[src/rtl/vec_pkg.sv]
// Shared types and helpers for the stream-to-vector deserializer.
package vec_pkg;

  // Occupancy of the two-bank ping-pong store, indexed by number of full banks.
  typedef enum logic [1:0] {
    EMPTY     = 2'd0,
    ONE_FULL  = 2'd1,
    BOTH_FULL = 2'd2
  } hs_state_e;

  function automatic int clog2p1(input int n);
    int r;
    r = 0;
    while ((1 << r) < n + 1) r++;
    return r;
  endfunction

endpackage

[src/rtl/vec_deser_bank.sv]
// One vector bank: indexed element writes, zero padding on first element,
// and a full flag with element count that is set on close and cleared on drain.
module vec_deser_bank #(
  parameter int bit_width = 16,
  parameter int length    = 32,
  parameter int cnt_width = 6,
  parameter int idx_width = 5
) (
  input  logic                        i_clk,
  input  logic                        i_rst,
  input  logic                        i_we,
  input  logic [idx_width-1:0]        i_idx,
  input  logic signed [bit_width-1:0] i_data,
  input  logic                        i_close,
  input  logic                        i_drain,
  output logic signed [bit_width-1:0] o_vec [length],
  output logic [cnt_width-1:0]        o_count,
  output logic                        o_full
);

  logic signed [bit_width-1:0] vec_q [length];
  logic signed [bit_width-1:0] vec_d [length];
  logic [cnt_width-1:0]        count_q, count_d;
  logic                        full_q, full_d;

  always_comb begin
    vec_d   = vec_q;
    count_d = count_q;
    full_d  = full_q;
    if (i_drain) full_d = 1'b0;
    if (i_we) begin
      // The first element of a vector wipes the rest so short vectors read zero-padded.
      for (int k = 0; k < length; k++) begin
        if (k == int'(i_idx)) vec_d[k] = i_data;
        else if (i_idx == '0) vec_d[k] = '0;
      end
      if (i_close) begin
        full_d  = 1'b1;
        count_d = cnt_width'(i_idx) + cnt_width'(1);
      end
    end
  end

  always_ff @(posedge i_clk or posedge i_rst) begin
    if (i_rst) begin
      for (int k = 0; k < length; k++) vec_q[k] <= '0;
      count_q <= '0;
      full_q  <= 1'b0;
    end else begin
      vec_q   <= vec_d;
      count_q <= count_d;
      full_q  <= full_d;
    end
  end

  assign o_vec   = vec_q;
  assign o_count = count_q;
  assign o_full  = full_q;

endmodule

[src/rtl/vec_deser_int.sv]
// Ping-pong stream-to-vector deserializer: fills one bank while the other is
// presented, so the input sustains one element per cycle.
module vec_deser_int
  import vec_pkg::*;
#(
  parameter int bit_width = 16,
  parameter int length    = 32,
  parameter int cnt_width = clog2p1(length)
) (
  input  logic                        i_clk,
  input  logic                        i_rst,
  input  logic signed [bit_width-1:0] i_data,
  input  logic                        i_valid,
  input  logic                        i_last,
  output logic                        o_ready,
  output logic signed [bit_width-1:0] o_vec [length],
  output logic [cnt_width-1:0]        o_count,
  output logic                        o_valid,
  input  logic                        i_ready
);

  localparam int idx_width = $clog2(length);

  logic                        wr_ptr_q, wr_ptr_d;
  logic                        rd_ptr_q, rd_ptr_d;
  logic [idx_width-1:0]        idx_q, idx_d;
  logic                        accept, close, drain;
  logic                        full0, full1;
  logic [1:0]                  full;
  logic signed [bit_width-1:0] vec0 [length];
  logic signed [bit_width-1:0] vec1 [length];
  logic [cnt_width-1:0]        count0, count1;

  assign full    = {full1, full0};
  assign o_ready = !full[wr_ptr_q];
  assign o_valid = full[rd_ptr_q];
  assign accept  = i_valid && o_ready;
  // length is a power of two, so the last position is all ones.
  assign close   = (&idx_q) || i_last;
  assign drain   = o_valid && i_ready;

  vec_deser_bank #(
    .bit_width(bit_width), .length(length), .cnt_width(cnt_width), .idx_width(idx_width)
  ) u_bank0 (
    .i_clk   (i_clk),
    .i_rst   (i_rst),
    .i_we    (accept && !wr_ptr_q),
    .i_idx   (idx_q),
    .i_data  (i_data),
    .i_close (close),
    .i_drain (drain && !rd_ptr_q),
    .o_vec   (vec0),
    .o_count (count0),
    .o_full  (full0)
  );

  vec_deser_bank #(
    .bit_width(bit_width), .length(length), .cnt_width(cnt_width), .idx_width(idx_width)
  ) u_bank1 (
    .i_clk   (i_clk),
    .i_rst   (i_rst),
    .i_we    (accept && wr_ptr_q),
    .i_idx   (idx_q),
    .i_data  (i_data),
    .i_close (close),
    .i_drain (drain && rd_ptr_q),
    .o_vec   (vec1),
    .o_count (count1),
    .o_full  (full1)
  );

  always_comb begin
    wr_ptr_d = wr_ptr_q;
    rd_ptr_d = rd_ptr_q;
    idx_d    = idx_q;
    if (accept) begin
      if (close) begin
        idx_d    = '0;
        wr_ptr_d = !wr_ptr_q;
      end else begin
        idx_d = idx_q + idx_width'(1);
      end
    end
    if (drain) rd_ptr_d = !rd_ptr_q;
  end

  always_ff @(posedge i_clk or posedge i_rst) begin
    if (i_rst) begin
      wr_ptr_q <= 1'b0;
      rd_ptr_q <= 1'b0;
      idx_q    <= '0;
    end else begin
      wr_ptr_q <= wr_ptr_d;
      rd_ptr_q <= rd_ptr_d;
      idx_q    <= idx_d;
    end
  end

  always_comb begin
    for (int k = 0; k < length; k++) o_vec[k] = rd_ptr_q ? vec1[k] : vec0[k];
  end

  assign o_count = o_valid ? (rd_ptr_q ? count1 : count0) : '0;

endmodule
[config.mk]
export PLATFORM = sky130hd
export DESIGN_NAME = vec_deser_int
export DESIGN_NICKNAME = d
export VERILOG_FILES = /design/src/rtl/vec_pkg.sv /design/src/rtl/vec_deser_bank.sv /design/src/rtl/vec_deser_int.sv
export SDC_FILE = /design/constraint.sdc
export NUM_CORES = 2
export LEC_CHECK = 0
export CAP_MARGIN = 20
export CORE_MARGIN = 5
export CORE_UTILIZATION = 57
export CTS_CLUSTER_SIZE = 25
export DETAILED_ROUTE_END_ITERATION = 7
export PLACE_DENSITY = 0.8
export SYNTH_ARGS = -nofsm -noshare
export SYNTH_HDL_FRONTEND = slang
export SYNTH_HIERARCHICAL = 1
export SYNTH_SLANG_ARGS = --single-unit
[constraint.sdc]
create_clock -name i_clk -period 50.9 [get_ports i_clk]
set_input_delay 7.635 -clock i_clk [delete_from_list [all_inputs] [get_ports i_clk]]
set_output_delay 7.635 -clock i_clk [all_outputs]
set_load 0.05 [all_outputs]
Yosys cells after proc, flatten, opt, wreduce, memory -nomap -nowiden
Cells that the tools add are included.
- $add $sub $neg: 2
- order comparisons: 2
- equality and inequality tests: 31
- multiplexer cells: 78
- reductions and logical operators: 112
- operators with widths (operator ; number):
    16-bit 2-to-1 mux ; 65
    2-bit AND reduction ; 67
    5-bit equality test, first input constant ; 16
    2-bit nonzero test ; 32
    4-bit by 5-bit equality test with 1-bit output, first input constant ; 8
    3-bit by 5-bit equality test with 1-bit output, first input constant ; 4
    6-bit 2-to-1 mux ; 2
    2-bit by 5-bit equality test with 1-bit output, first input constant ; 2
    5-bit logical NOT ; 2
    1-bit 2-to-1 mux ; 10
    5-bit by 1-bit adder with 6-bit output, second input constant ; 1
    1-bit logical AND ; 6
    5-bit by 1-bit adder with 5-bit output, second input constant ; 1
    1-bit by 5-bit equality test with 1-bit output, first input constant ; 1
    5-bit 2-to-1 mux ; 1
    5-bit AND reduction ; 1
    1-bit by 2-bit < comparator with 1-bit output, second input constant ; 2
    1-bit logical NOT ; 3
    1-bit logical OR ; 1
- bits in registers: 1045
- input port bits: 21
- output and inout bits: 520

Depth between registers and ports, before layout
- depth in word-level cells: 7
- gate-level depth with buffers: 12
- mapped depth without buffers: 8

By module
The synthesis kept the hierarchy.
- by module, submodules not included (module ; times used ; cells an instance ; area each (um2) ; seq. area each (um2)):
    vec_deser_bank (u_bank0) ; 1 ; 1935 ; 21859.7 ; 12987.5
    vec_deser_bank (u_bank1) ; 1 ; 1937 ; 21753.4 ; 12987.5
    vec_deser_int ; 1 ; 623 ; 6897.9 ; 175.2

Worst setup path before layout
Ideal clock, no wire load.
- path type: input to register
- from: input i_valid
- to: register u_bank0.vec_q (netlist bit u_bank0/o_vec[320])
- library setup time: 0.079 ns
- data arrival time: 9.549 ns
- required time: 50.821 ns
- path slack: 41.272 ns
- cell stages on the path: 7
- path buffers: 3
- cells stage by stage: clkbuf_1 -> nor3b_1 -> buf_2 -> or3b_4 -> a21oi_4 -> buf_12 -> mux2i_1
- longest elaborated chain between the ends: 3
- RTL lines (element ; line ; text):
    from (decl) ; vec_deser_int.sv:13 ; input logic i_valid,
    1-bit logical AND ; vec_deser_int.sv:37 ; assign accept = i_valid && o_ready;
    1-bit logical AND ; vec_deser_int.sv:47 ; .i_we (accept && !wr_ptr_q),
    2-bit AND reduction (no source line) ; -- ;
    to (signal assigned) ; vec_deser_bank.sv:50 ; vec_q <= vec_d;
    to (decl) ; vec_deser_bank.sv:21 ; logic signed [bit_width-1:0] vec_q [length];
Every way passes these cells.
A chain may end at the register's enable or synchronous reset.

==> results by group <==
Synth
  • Post-synth cell types: 68
  • Ys Warns: 6
  • Top FF cell, synth: dfrtp_1
  • Number of flops mapped to enable cells by yosys: 0
  • Ranking of synthesized cells by area: dfrtp_1 52%, mux2_2 12%, mux2i_1 8.3%, a22o_1 6.7%, nand2_1 4.3%
  • Synthesized area: between 0.05 and 0.06 sq mm
  • Post-Synthesis Cells: 4495
  • Sequential share of the synthesized area: 51.8%
  • Post-synth top area share: roughly half
  • Syn nets: ~4500
  • Syn_area_per_cell: 11.2 sq um
  • Most frequent cell after synthesis: dfrtp_1
  • Yosys top cell by area: dfrtp_1
  • #FFs+latches synth: about 1000
  • Most frequent cells after synthesis: 1045 x dfrtp_1, 576 x nand2_1, 557 x inv_1
  • Ys async rst share: between 90% and 100%

STA
  • Relative slew margins: around an eighth
  • Peak Freq: around 0.074 GHz
  • Max Slew Vio Count: 0
  • Worst Tran Pin Value: 1310 ps
  • RSZ-0062 raised after global routing: false
  • Period utilization: roughly a quarter
  • Total negative slack: 0 ps
  • Final Hold Vio Count: 0
  • Tmin final: about 13000 ps
  • Final setup vio count: 0
  • Clock Skews: approximately 27 ps

Global routing
  • Initial antenna violation count: 7
  • Vias in the first global route: roughly 38000
  • Largest net degree at the start of global routing: roughly 180
  • Remaining Overflow, GRT: 0
  • Global-route wire length before repair: 240 mm
  • Global Route Usage Sum: about a third

Routing
  • Routed Antenna Nets: 0
  • Drt pass-1 iters: 6
  • Remaining routing DRC violations: 0
  • Routed WL per cell: ~27 um
  • Vias post-DR: about 37000
  • Via/cell ratio: about 6
  • DRT Wirelength: 161 mm
  • 1st-iter DRT viols: approximately 4200

Setup path
  • Critical path startpoint category: flop
  • Crit. End Element: output pin
  • WP data required: between 40000 and 50000 ps
  • CP top delay family: buffers and inverters
  • Critical path peak fanout: slightly below 80
  • R2R depth: 6
  • CP Class: reg2out
  • Worst-path cell chain: buf_4 > buf_4 > buf_4 > mux2_2 > clkdlybuf4s50_1
  • Worst r2r dst: u_bank1/o_vec[12]
  • Worst path arrival time: 5810 ps
  • Crit-path most repeated cell: buf_4
  • Slowest cell on the critical path: dfrtp_4
  • CP bufs+invs: 4
  • Worst reg2reg setup slack: roughly 47000 ps
  • Critical path's largest stage delay: about 1100 ps
  • Worst r2r src: idx_q[0]

Floorplan
  • Die Height: approximately 310 um
  • Rows: between 100 and 150
  • Core area: a little under 0.09 sq mm
  • # IOs: ~540
  • Die X: roughly 310 um
  • Die area: approximately 0.095 sq mm
  • Initial Util: a little under three fifths

Clock network
  • # resized after CTS: 0
  • H-tree lvl count: 3
  • Setup bufs post-CTS: 0
  • Deepest clock path buffer count: 3
  • CTS Hold Buffers Added: 0
  • Reg clk slew, reported paths: around 60 ps
  • Cts bufs inserted: about 110
  • CTS tree: built
  • Skew-Pair Late Insertion Delay: 690 ps
  • Root Driver: clkbuf_16
  • CTS sink cnt: between 1000 and 1500

Final layout
  • Non-Filler Instances: roughly 6100
  • Layout cell share with drive strength beyond 1: around 18%
  • Number of nets in the layout: just under 5000
  • Synth-to-Final Area Change: 17.0%

Run status
  • Status: completed

Placement
  • HPWL Detailed: slightly below 100 mm
  • IO buf count: 540
  • Post-Place Cells: 5858
  • Routability cong.: around 0.86

Job
  • Max-cap violations: 0

Hold path
  • Worst min path class: reg2reg
  • Min-Delay Startpoint: u_bank0/o_vec[247]
  • WHS Endpoint: u_bank0/o_vec[247]
  • Worst hold stages: 2

Pwr
  • Peak supply drop: between 60 and 70 uV
  • Leakage: ~26 nW
  • Pwr Density: about 54 mW/mm^2
## worst max-delay path by stage
stage / startpoint / endpoint / slack [ps] / cells after the start
final: rd_ptr_q / o_vec[20] / 37450 / 5
after detailed placement: rd_ptr_q / o_vec[394] / 38190 / 5
after global placement: rd_ptr_q / o_vec[21] / 38250 / 5
after CTS: rd_ptr_q / o_vec[394] / 37460 / 5
after floorplan: i_rst / u_bank0/o_count[0] / 28770 / 1
after global routing: rd_ptr_q / o_vec[31] / 37210 / 5
## metrics by stage
step	power [W]	worst slack (ps)	util [%]	hold WS [ps]	cell area, sq um
after global routing	0.00332	37210	66.9	498	59100
after global placement	0.00238	38250	62.9	456	55500
after detailed placement	0.00240	38190	62.9	467	55500
after CTS	0.00320	37460	66.9	481	59000
after floorplan	0.00203	28770	-	444	50500
final	0.00321	37450	67.0	478	59100
## where the power goes
part | switching, W | internal (W) | total [W]
combinational | 0.000842 | 0.000449 | 0.00129
sequential | 0.000129 | 0.000985 | 0.00111
clock | 0.000338 | 0.000464 | 0.000802
total | 0.00131 | 0.00190 | 0.00321
## cells by family after synthesis
kind of cell	after synthesis	synth area share, %
flops	1045	51.8
mux	968	20.6
buf+inv	957	9.04
simple gates	854	8.10
compound gates	652	10.1
fa+ha+maj	14	0.347
xor+xnor	5	0.0867
## placed cells by master (no fill, tap or decap), types with 9 or more instances in the layout
master | netlist | routed
a21oi_4 | 15 | 15
a22o_1 | 384 | 384
a22oi_2 | 11 | 11
and2_1 | 16 | 16
and3_1 | 9 | 9
buf_4 | 21 | 70
clkbuf_1 | 201 | 28
clkbuf_16 | 0 | 107
clkbuf_8 | 0 | 24
clkdlybuf4s50_1 | 0 | 524
clkinv_2 | 0 | 20
dfrtp_1 | 1045 | 1041
ha_1 | 14 | 14
inv_1 | 557 | 555
mux2_1 | 20 | 20
mux2_2 | 526 | 526
mux2i_1 | 420 | 420
nand2_1 | 576 | 576
nand2b_1 | 10 | 10
nand3_1 | 76 | 76
nand4_1 | 68 | 68
nor2_1 | 16 | 16
nor2_2 | 11 | 11
nor4bb_2 | 0 | 9
o21a_1 | 12 | 12
o21ai_0 | 173 | 173
o21ai_1 | 33 | 32
## metal layers
| metal | up-vias | wire [um] | global-route usage [%] |
|---|---|---|---|
| met2 | 1982 | 75800 | 51.9 |
| met1 | 18978 | 63600 | 44.3 |
| li1 | 15774 | - | - |
| met4 | 6 | 9520 | 16.6 |
| met5 | - | 34 | 0 |
| met3 | 456 | 11900 | 5.54 |
## state kept, by name, summed over array words and instances, names as in the netlist
name             count
idx_q                5
u_bank1/o_count      6
u_bank1/o_vec      512
rd_ptr_q             1
u_bank0/o_count      6
wr_ptr_q             1
u_bank0/o_vec      512
u_bank1/o_full       1
u_bank0/o_full       1
## layout make-up
cell class / count / area [sq um]
Fill cell: 6462 / 29200
Clock inverter: 34 / 465
Tap cell: 1165 / 1460
Clock buffer: 159 / 3110
Multi-Input combinational cell: 2493 / 19900
Sequential cell: 1045 / 26200
Timing Repair Buffer: 599 / 5880
Inverter: 557 / 2110
Antenna cell: 4 / 10.0
## worst min-delay path, delay by kind of cell (launching register included)
| kind | cells | cell delay, ps |
|---|---|---|
| simple gates | 1 | 50 |
| compound gates | 1 | 60 |
| flops | 1 | 340 |
No activity file was read; power rests on OpenSTA's default activity.
